==> config.mk <==
export PLATFORM = sky130hd
export DESIGN_NAME = if_fetch_queue_flat
export DESIGN_NICKNAME = d
export VERILOG_FILES = /design/src/rtl/if_fetch_queue_if.sv /design/src/rtl/if_fetch_queue.sv /design/src/flat_wrapper.sv
export SDC_FILE = /design/constraint.sdc
export NUM_CORES = 1
export LEC_CHECK = 0
export BUFFER_PORTS_ARGS = -buffer_cell sky130_fd_sc_hd__buf_4
export CAP_MARGIN = 20
export CORE_MARGIN = 1.5
export CORE_UTILIZATION = 58
export DETAILED_ROUTE_END_ITERATION = 12
export HOLD_SLACK_MARGIN = 0.08
export PLACE_DENSITY = 0.79
export SYNTH_ARGS = -nofsm -noshare
export SYNTH_HDL_FRONTEND = slang
export SYNTH_SLANG_ARGS = --single-unit
==> constraint.sdc <==
create_clock -name clk -period 3.7 [get_ports clk]
set_input_delay 0.555 -clock clk [delete_from_list [all_inputs] [get_ports clk]]
set_output_delay 0.555 -clock clk [all_outputs]
set_load 0.005 [all_outputs]
==> src/rtl/if_fetch_queue_if.sv <==
// Fetch-queue bundle: redirect/interrupt controls, instruction-memory port and the ID-side valid/ready head.
// master = fetch consumer side (ID/CP0/imem), slave = if_fetch_queue.
interface if_fetch_queue_if #(
    parameter int unsigned DEPTH = 4
);
    localparam int unsigned CW = $clog2(DEPTH) + 1;

    logic          req;
    logic          redirect;
    logic [31:0]   redirect_pc;
    logic          keep_slot;
    logic [31:0]   imem_addr;
    logic [31:0]   imem_rdata;
    logic          out_valid;
    logic          out_ready;
    logic [31:0]   out_pc;
    logic [31:0]   out_instr;
    logic          out_bd;
    logic [4:0]    out_exc;
    logic [CW-1:0] count;

    modport master (
        output req, redirect, redirect_pc, keep_slot, imem_rdata, out_ready,
        input  imem_addr, out_valid, out_pc, out_instr, out_bd, out_exc, count
    );

    modport slave (
        input  req, redirect, redirect_pc, keep_slot, imem_rdata, out_ready,
        output imem_addr, out_valid, out_pc, out_instr, out_bd, out_exc, count
    );
endinterface

==> src/rtl/if_fetch_queue.sv <==
// Prefetch FIFO between PC generation and decode, with delay-slot-aware redirects,
// eret redirects, interrupt redirects and address-error tagging of fetched entries.
module if_fetch_queue #(
    parameter int unsigned DEPTH    = 4,
    parameter logic [31:0] RESET_PC = 32'h0000_3000,
    parameter logic [31:0] EXC_PC   = 32'h0000_4180,
    parameter logic [31:0] PC_LO    = 32'h0000_3000,
    parameter logic [31:0] PC_HI    = 32'h0000_6ffc
) (
    input  logic             clk,
    input  logic             rst,
    if_fetch_queue_if.slave  bus
);
    localparam int unsigned AW       = $clog2(DEPTH);
    localparam int unsigned CW       = AW + 1;
    localparam logic [4:0]  EXC_ADEL = 5'd4;

    typedef enum logic {RUN, SLOT} state_t;

    typedef struct packed {
        logic [31:0] pc;
        logic [31:0] instr;
        logic        bd;
        logic [4:0]  exc;
    } entry_t;

    entry_t        mem [DEPTH];
    state_t        state, state_nxt;
    logic [31:0]   fetch_pc, fetch_pc_nxt;
    logic [31:0]   target, target_nxt;
    logic          last_br, last_br_nxt;
    logic [AW-1:0] rd_ptr, rd_ptr_nxt;
    logic [AW-1:0] wr_ptr, wr_ptr_nxt;
    logic [CW-1:0] count, count_nxt;

    entry_t        head;
    entry_t        fetch_entry;
    logic          addr_err;
    logic          is_br;
    logic          out_valid_c;
    logic          pop;
    logic          push;

    // Build the candidate entry for the current fetch address
    always_comb begin
        addr_err          = (fetch_pc[1:0] != 2'b00) || (fetch_pc < PC_LO) || (fetch_pc > PC_HI);
        fetch_entry.pc    = fetch_pc;
        fetch_entry.instr = addr_err ? 32'd0 : bus.imem_rdata;
        fetch_entry.bd    = (state == SLOT) || last_br;
        fetch_entry.exc   = addr_err ? EXC_ADEL : 5'd0;
        unique case (fetch_entry.instr[31:26])
            6'b000100, 6'b000101, 6'b000011: is_br = 1'b1;
            6'b000000:                       is_br = (fetch_entry.instr[5:0] == 6'b001000);
            default:                         is_br = 1'b0;
        endcase
    end

    // Head presentation; an eret redirect hides the head for its cycle
    assign head        = mem[rd_ptr];
    assign out_valid_c = (count != CW'(0)) && !(bus.redirect && !bus.keep_slot && !bus.req);
    assign pop         = out_valid_c && bus.out_ready;

    assign bus.out_valid = out_valid_c;
    assign bus.out_pc    = out_valid_c ? head.pc    : 32'd0;
    assign bus.out_instr = out_valid_c ? head.instr : 32'd0;
    assign bus.out_bd    = out_valid_c ? head.bd    : 1'b0;
    assign bus.out_exc   = out_valid_c ? head.exc   : 5'd0;
    assign bus.imem_addr = fetch_pc;
    assign bus.count     = count;

    // Next-state: req > redirect > normal push/pop
    always_comb begin
        state_nxt    = state;
        fetch_pc_nxt = fetch_pc;
        target_nxt   = target;
        last_br_nxt  = last_br;
        rd_ptr_nxt   = rd_ptr;
        wr_ptr_nxt   = wr_ptr;
        count_nxt    = count;
        push         = 1'b0;

        if (bus.req) begin
            rd_ptr_nxt   = '0;
            wr_ptr_nxt   = '0;
            count_nxt    = '0;
            fetch_pc_nxt = EXC_PC;
            state_nxt    = RUN;
            last_br_nxt  = 1'b0;
        end else if (bus.redirect) begin
            if (state == SLOT) begin
                target_nxt = bus.redirect_pc;
            end else if (!bus.keep_slot || pop) begin
                rd_ptr_nxt   = '0;
                wr_ptr_nxt   = '0;
                count_nxt    = '0;
                fetch_pc_nxt = bus.redirect_pc;
                last_br_nxt  = 1'b0;
            end else if (count != CW'(0)) begin
                // Delay slot is the head and stays queued
                wr_ptr_nxt   = rd_ptr + AW'(1);
                count_nxt    = CW'(1);
                fetch_pc_nxt = bus.redirect_pc;
                last_br_nxt  = 1'b0;
            end else begin
                target_nxt = bus.redirect_pc;
                state_nxt  = SLOT;
            end
        end else begin
            push = (count < CW'(DEPTH)) || pop;
            if (pop) begin
                rd_ptr_nxt = rd_ptr + AW'(1);
            end
            if (push) begin
                wr_ptr_nxt = wr_ptr + AW'(1);
                if (state == SLOT) begin
                    fetch_pc_nxt = target;
                    last_br_nxt  = 1'b0;
                    state_nxt    = RUN;
                end else begin
                    fetch_pc_nxt = fetch_pc + 32'd4;
                    last_br_nxt  = is_br && (fetch_entry.exc == 5'd0);
                end
            end
            count_nxt = count + CW'(push) - CW'(pop);
        end
    end

    always_ff @(posedge clk or negedge rst) begin
        if (!rst) begin
            state    <= RUN;
            fetch_pc <= RESET_PC;
            target   <= 32'd0;
            last_br  <= 1'b0;
            rd_ptr   <= '0;
            wr_ptr   <= '0;
            count    <= '0;
        end else begin
            state    <= state_nxt;
            fetch_pc <= fetch_pc_nxt;
            target   <= target_nxt;
            last_br  <= last_br_nxt;
            rd_ptr   <= rd_ptr_nxt;
            wr_ptr   <= wr_ptr_nxt;
            count    <= count_nxt;
        end
    end

    // Entry storage needs no reset; occupancy gates visibility
    always_ff @(posedge clk) begin
        if (push) begin
            mem[wr_ptr] <= fetch_entry;
        end
    end
endmodule

==> src/flat_wrapper.sv <==
// flat-port wrapper written by rule: the top's interface ports become plain ports
module if_fetch_queue_flat 
#(
    parameter int unsigned DEPTH    = 4,
    parameter logic [31:0] RESET_PC = 32'h0000_3000,
    parameter logic [31:0] EXC_PC   = 32'h0000_4180,
    parameter logic [31:0] PC_LO    = 32'h0000_3000,
    parameter logic [31:0] PC_HI    = 32'h0000_6ffc
)
  (clk, rst, bus_req, bus_redirect, bus_redirect_pc, bus_keep_slot, bus_imem_rdata, bus_out_ready, bus_imem_addr, bus_out_valid, bus_out_pc, bus_out_instr, bus_out_bd, bus_out_exc, bus_count);
  if_fetch_queue_if #(.DEPTH(DEPTH)) bus_i ();
  input  logic clk;
  input  logic rst;
  input wire logic [$bits(bus_i.req)-1:0] bus_req;
  input wire logic [$bits(bus_i.redirect)-1:0] bus_redirect;
  input wire logic [$bits(bus_i.redirect_pc)-1:0] bus_redirect_pc;
  input wire logic [$bits(bus_i.keep_slot)-1:0] bus_keep_slot;
  input wire logic [$bits(bus_i.imem_rdata)-1:0] bus_imem_rdata;
  input wire logic [$bits(bus_i.out_ready)-1:0] bus_out_ready;
  output wire logic [$bits(bus_i.imem_addr)-1:0] bus_imem_addr;
  output wire logic [$bits(bus_i.out_valid)-1:0] bus_out_valid;
  output wire logic [$bits(bus_i.out_pc)-1:0] bus_out_pc;
  output wire logic [$bits(bus_i.out_instr)-1:0] bus_out_instr;
  output wire logic [$bits(bus_i.out_bd)-1:0] bus_out_bd;
  output wire logic [$bits(bus_i.out_exc)-1:0] bus_out_exc;
  output wire logic [$bits(bus_i.count)-1:0] bus_count;
  assign bus_i.req = bus_req;
  assign bus_i.redirect = bus_redirect;
  assign bus_i.redirect_pc = bus_redirect_pc;
  assign bus_i.keep_slot = bus_keep_slot;
  assign bus_i.imem_rdata = bus_imem_rdata;
  assign bus_i.out_ready = bus_out_ready;
  assign bus_imem_addr = bus_i.imem_addr;
  assign bus_out_valid = bus_i.out_valid;
  assign bus_out_pc = bus_i.out_pc;
  assign bus_out_instr = bus_i.out_instr;
  assign bus_out_bd = bus_i.out_bd;
  assign bus_out_exc = bus_i.out_exc;
  assign bus_count = bus_i.count;
  if_fetch_queue #(.DEPTH(DEPTH), .RESET_PC(RESET_PC), .EXC_PC(EXC_PC), .PC_LO(PC_LO), .PC_HI(PC_HI)) u_core (.clk(clk), .rst(rst), .bus(bus_i));
endmodule
==> results.yml, run 1 <==
synthesis:
  synth-seq-cells: 337
  yosys.cell_types.count: 56
  postSynthAreaPerCell_um2: 15.6
  synth_area_um2: 14700
  ys_dominant_reg_cell: "edfxtp_1"
  yosysSeqAreaShare: 0.663
  synthArstFlopShare: 0.217
  yosys_warnings: 0
  syn_inst: 946
  synth_edf_count: 264
routing:
  route.detailed.drc: 0
  first_pass_iters: 5
  routed_wl_mm: 32.5
  drtAntennaViolNets: 0
  via_per_inst: 6.20
  wl_per_cell_um: 22.6
  num_vias: 8926
  drt_first_iter_violations: 1014
clocking:
  numCtsBuffers: 35
  clk_pin_slew_ns: 0.06
  hold_buffers: 0
  clock_sinks: 337
  cts.htree.levels: 2
  post_cts_buffers: 0
  cts_root_buf: "clkbuf_16"
  cts-root-to-sink-buffers: 3
  clk_latency_ns: 0.52
  cts_resized: 0
  cts_tree: "done"
timing:
  drv_slew: 0
  setup_viol: 0
  fin_crit_ns: 3.27
  hold_viol: 0
  worst_slew_pin_slew_ns: 0.964
  fin_worst_skew_ns: 0.0260
  post-route-period-util: 0.883
  rsz0062_at_grt: "false"
  setup_tns_ns: 0
  clock.fmax_ghz: 0.306
  relSlewSlack: 0.357
setup_path:
  crit_type: "flip-flop to output port"
  crit_path_end_kind: "output port"
  crit_path_cell_trace: "buf_4 -> mux4_2 -> and3_1 -> buf_4"
  required_ns: 3.14
  slowest_stage: "dfrtp_4"
  slowest_delay_ns: 0.86
  start_kind: "flip-flop"
  critical_path_arrival_ns: 2.71
  crit_top_cell: "buf_4"
  crit_fanout: 35
grt:
  antenna_found_initial: 0
  grt_max_degree: 74
  grt_usage: 0.253
  overflow: 0
  first_global_vias: 8918
  grt_pass1_wl_mm: 50.6
placed_design:
  routabilityCongestion: 0.855
  numPortBuffers: 171
  dp_hpwl_mm: 20.4
finish:
  final_util: 0.688
  final_cell_mix: "edfxtp_1, buf_4, and3_1"
  fillers: 1670
  syn2layout_area_growth_pct: 17.1
  layout.nets: 1161
  drive_above_1_share: 0.326
  diodes: 0
  layout_commonest_cell: "edfxtp_1"
floorplan:
  row_count: 58
  coreArea_um2: 25000
  die_h_um: 162
  initial_core_util: 0.588
  dieArea_um2: 26400
  top_level_ports: 176
  die_w_um: 162
status:
  status: "completed"
job:
  drv_cap: 0
power:
  p_leak_nw: 6.53
  cellPowerDensity_nw_per_um2: 648
  peakVddDrop_uv: 462
hold_path:
  hold_path_class: "input port to async pin"
[synth_stat cells, drive strengths merged, types with 2 or more instances]
library cell	n	share of area
dfstp	2	0.0036
a22oi	6	0.0031
and2	34	0.014
edfxtp	264	0.54
a221oi	8	0.0048
a21oi	36	0.012
nand4	12	0.0071
o22ai	6	0.0025
mux2	32	0.024
nand3	22	0.0075
nor4	11	0.0077
nand2b	3	0.0013
a31oi	11	0.0047
mux2i	5	0.0034
xor2	12	0.0071
mux4	66	0.10
buf	54	0.024
o31ai	4	0.0020
dfrtp	71	0.12
o211ai	4	0.0020
nor2	33	0.0084
nor2b	3	0.0013
nor4b	2	0.0022
a221o	2	0.0014
a2bb2oi	3	0.0018
o221ai	5	0.0034
inv	14	0.0036
or3	3	0.0013
ha	7	0.0059
o21ai	32	0.011
a211o	3	0.0018
nor3	10	0.0034
nand2	30	0.0080
xnor2	6	0.0036
and3	81	0.034
or2	2	0.00085
clkbuf	38	0.0097
[cell type report]
class,instances,area (um^2),area share
sequential,337,9760,0.566
inverter,14,52.6,0.00305
multi-input combinational,506,4450,0.258
clock buffer,44,931,0.0540
clock inverter,19,128,0.00740
timing repair buffer,189,1490,0.0867
tap,330,413,0.0240
[worst max-delay path: cells and delay by family, from the launching register on]
family	cells	cell delay (ns)
flip-flops	1	0.86
buffers and inverters	2	0.56
AND/OR/NAND/NOR	1	0.20
multiplexers	1	0.55
[sequential cells by signal (all words and copies together), names as in the netlist]
register,count
u_core.rd_ptr,2
u_core.state,1
u_core.target,32
u_core.mem,264
u_core.wr_ptr,2
u_core.bus.imem_addr,32
u_core.last_br,1
u_core.bus.count,3
[where the power goes]
group	switching, mW	total (mW)	internal [mW]
combinational	1.26	2.78	1.51
sequential	0.488	5.17	4.68
clock	1.37	3.23	1.86
[per-layer routing]
| metal | global-route usage | up-vias | part of all wire |
|---|---|---|---|
| met5 | 0 | - | 0 |
| met3 | 0.0425 | 53 | 0.078 |
| met4 | 0.0726 | 0 | 0.020 |
| met1 | 0.369 | 4496 | 0.42 |
| met2 | 0.400 | 418 | 0.48 |
| li1 | - | 3959 | - |
[logic make-up after synthesis]
logic type / Yosys count / synth area share
XOR/XNOR: 18 / 0.0107
AO/OA/AOI/OAI: 126 / 0.0544
flip-flops: 337 / 0.663
multiplexers: 103 / 0.129
adder cells (fa/ha/maj): 8 / 0.00731
other: 1 / 0.000255
buffers and inverters: 106 / 0.0374
AND/OR/NAND/NOR: 247 / 0.0985
[per-stage QoR]
stage                     cell area (um^2)  instances  hold slack, ns  power, mW  setup slack, ns
after floorplan                      14700        949           0.259       6.80            0.236
after global placement               16200       1376           0.458       7.97            0.722
after detailed placement             16200       1376           0.474       8.04            0.677
after CTS                            17200       1439           0.212       11.3            0.371
after global routing                 17200       1439           0.246       11.7            0.268
final                                17200       1439           0.171       11.2            0.434
[path summary, 6_finish.rpt]
path                                     start             endpoint  slack (ns)  depth (start not counted)
max                           u_core.rd_ptr[0]     bus_out_instr[4]        0.43                          4
min                                        rst    u_core.target[26]        0.17                          1
max reg2reg                u_core.bus.count[1]  u_core.bus.count[2]        1.00                         11
min reg2reg                     u_core.last_br       u_core.last_br        0.48                          2
max in group asynchronous                  rst     u_core.rd_ptr[1]        2.80                          1
min in group clk           bus_redirect_pc[29]    u_core.target[29]        0.27                          2
Note: power is estimated with default switching activity, not from simulation.
==> run 2, diff against run 1 <==
REMOVE_ABC_BUFFERS = 1   (was default)
==> run 2 against run 1 <==
Against the previous run: power increased by 4.6%; critical path depth unchanged; clock-buffer cell count decreased by 3; largest power group unchanged; critical path type unchanged; first-iteration DRC count increased by 0.30%; largest cell class unchanged.
==> results.yml, run 2 (synthesized netlist as in run 1, its figures left out) <==
placed_design:
  numPortBuffers: 171
  dpl.cell_count: 1387
  routabilityCongestion: 0.865
  dp_hpwl_mm: 20.4
floorplan:
  die_h_um: 162
  die_w_um: 162
  row_count: 58
  initial_core_util: 0.588
  top_level_ports: 176
  dieArea_um2: 26400
  coreArea_um2: 25000
timing:
  rsz0062_at_grt: "false"
  fin_worst_skew_ns: 0.0103
  hold_viol: 0
  drv_slew: 0
  setup_viol: 0
  fin_crit_ns: 3.09
  post-route-period-util: 0.835
  worst_slew_pin_slew_ns: 1.04
  hold_slack_ns: 0.183
  clock.fmax_ghz: 0.324
  relSlewSlack: 0.305
hold_path:
  hold_path_class: "input port to async pin"
finish:
  layoutNonFillerInstCount: 1451
  layout_commonest_cell: "edfxtp_1"
  diodes: 0
  largest_reg_flops: 264
  final_cell_mix: "edfxtp_1, buf_4, and3_1"
  layout.nets: 1172
  syn2layout_area_growth_pct: 18.7
  top_register: "u_core.mem"
  drive_above_1_share: 0.342
routing:
  first_pass_iters: 5
  wl_per_cell_um: 23.1
  drt_first_iter_violations: 1017
  via_per_inst: 6.16
  routed_wl_mm: 33.5
  num_vias: 8943
  route.detailed.drc: 0
  drtAntennaViolNets: 0
grt:
  antenna_found_initial: 0
  overflow: 0
  grt_max_degree: 74
  grt_pass1_wl_mm: 51.5
  grt_usage: 0.258
  first_global_vias: 8919
status:
  status: "completed"
clocking:
  cts_root_buf: "clkbuf_16"
  clk_latency_ns: 0.51
  cts-root-to-sink-buffers: 3
  cts.htree.levels: 2
  clk_pin_slew_ns: 0.06
  cts_resized: 0
  clock_sinks: 337
  numCtsBuffers: 35
  hold_buffers: 0
  post_cts_buffers: 0
  cts_tree: "done"
job:
  drv_cap: 0
setup_path:
  crit_type: "flip-flop to output port"
  slowest_stage: "dfrtp_4"
  crit_path_cell_trace: "buf_4 -> mux4_2 -> and3_1 -> buf_4"
  critical_path_arrival_ns: 2.53
  slowest_delay_ns: 0.74
  start_kind: "flip-flop"
  required_ns: 3.14
  crit_top_cell: "buf_4"
  crit_fanout: 22
  cp_num_buf_inv: 2
  crit_path_end_kind: "output port"
  path_delay_family: "flip-flops"
power:
  peakVddDrop_uv: 443
  power.total_mw: 11.7
  cellPowerDensity_nw_per_um2: 669
  p_leak_nw: 6.67
==> run 2: layout make-up <==
type,count,area [um^2]
fill,1672,7550
clock inverter,23,287
clock buffer,41,950
inverter,14,52.6
multi-input combinational,506,4450
tap,330,413
sequential,337,9760
timing repair buffer,200,1560
==> run 2: routing by layer <==
| layer | part of all wire | vias to the layer above | global-route usage |
|---|---|---|---|
| li1 | - | 3965 | - |
| met1 | 0.42 | 4523 | 0.368 |
| met2 | 0.50 | 402 | 0.423 |
| met3 | 0.069 | 53 | 0.0377 |
| met4 | 0.018 | 0 | 0.0667 |
| met5 | 0 | - | 0 |
==> run 2: stage by stage <==
stage | setup slack [ns] | cell area, um^2 | util | TNS, ns
2_1_floorplan | -0.433 | 14200 | - | -28.55
3_3_place_gp | 0.677 | 16200 | 0.649 | 0
3_5_place_dp | 0.645 | 16200 | 0.649 | 0
4_1_cts | 0.549 | 17500 | 0.698 | 0
5_1_grt | 0.489 | 17500 | 0.698 | 0
6_report | 0.610 | 17500 | 0.698 | 0
==> run 2: path summary, 6_finish.rpt <==
path	startpoint	end	slack, ns	cells past startpoint
setup / recovery	u_core.rd_ptr[0]	bus_out_bd	0.61	4
hold / removal	rst	u_core.bus.imem_addr[23]	0.18	1
setup reg to reg	u_core.bus.count[1]	u_core.bus.count[2]	0.99	11
hold reg to reg	u_core.last_br	u_core.last_br	0.48	2
max in group asynchronous	rst	u_core.rd_ptr[0]	2.80	1
min in group clk	bus_redirect_pc[30]	u_core.target[30]	0.29	2
==> run 2: power breakdown <==
group / internal (mW) / switching (mW)
clock network: 2.27 / 1.44
logic: 1.53 / 1.30
registers: 4.68 / 0.465
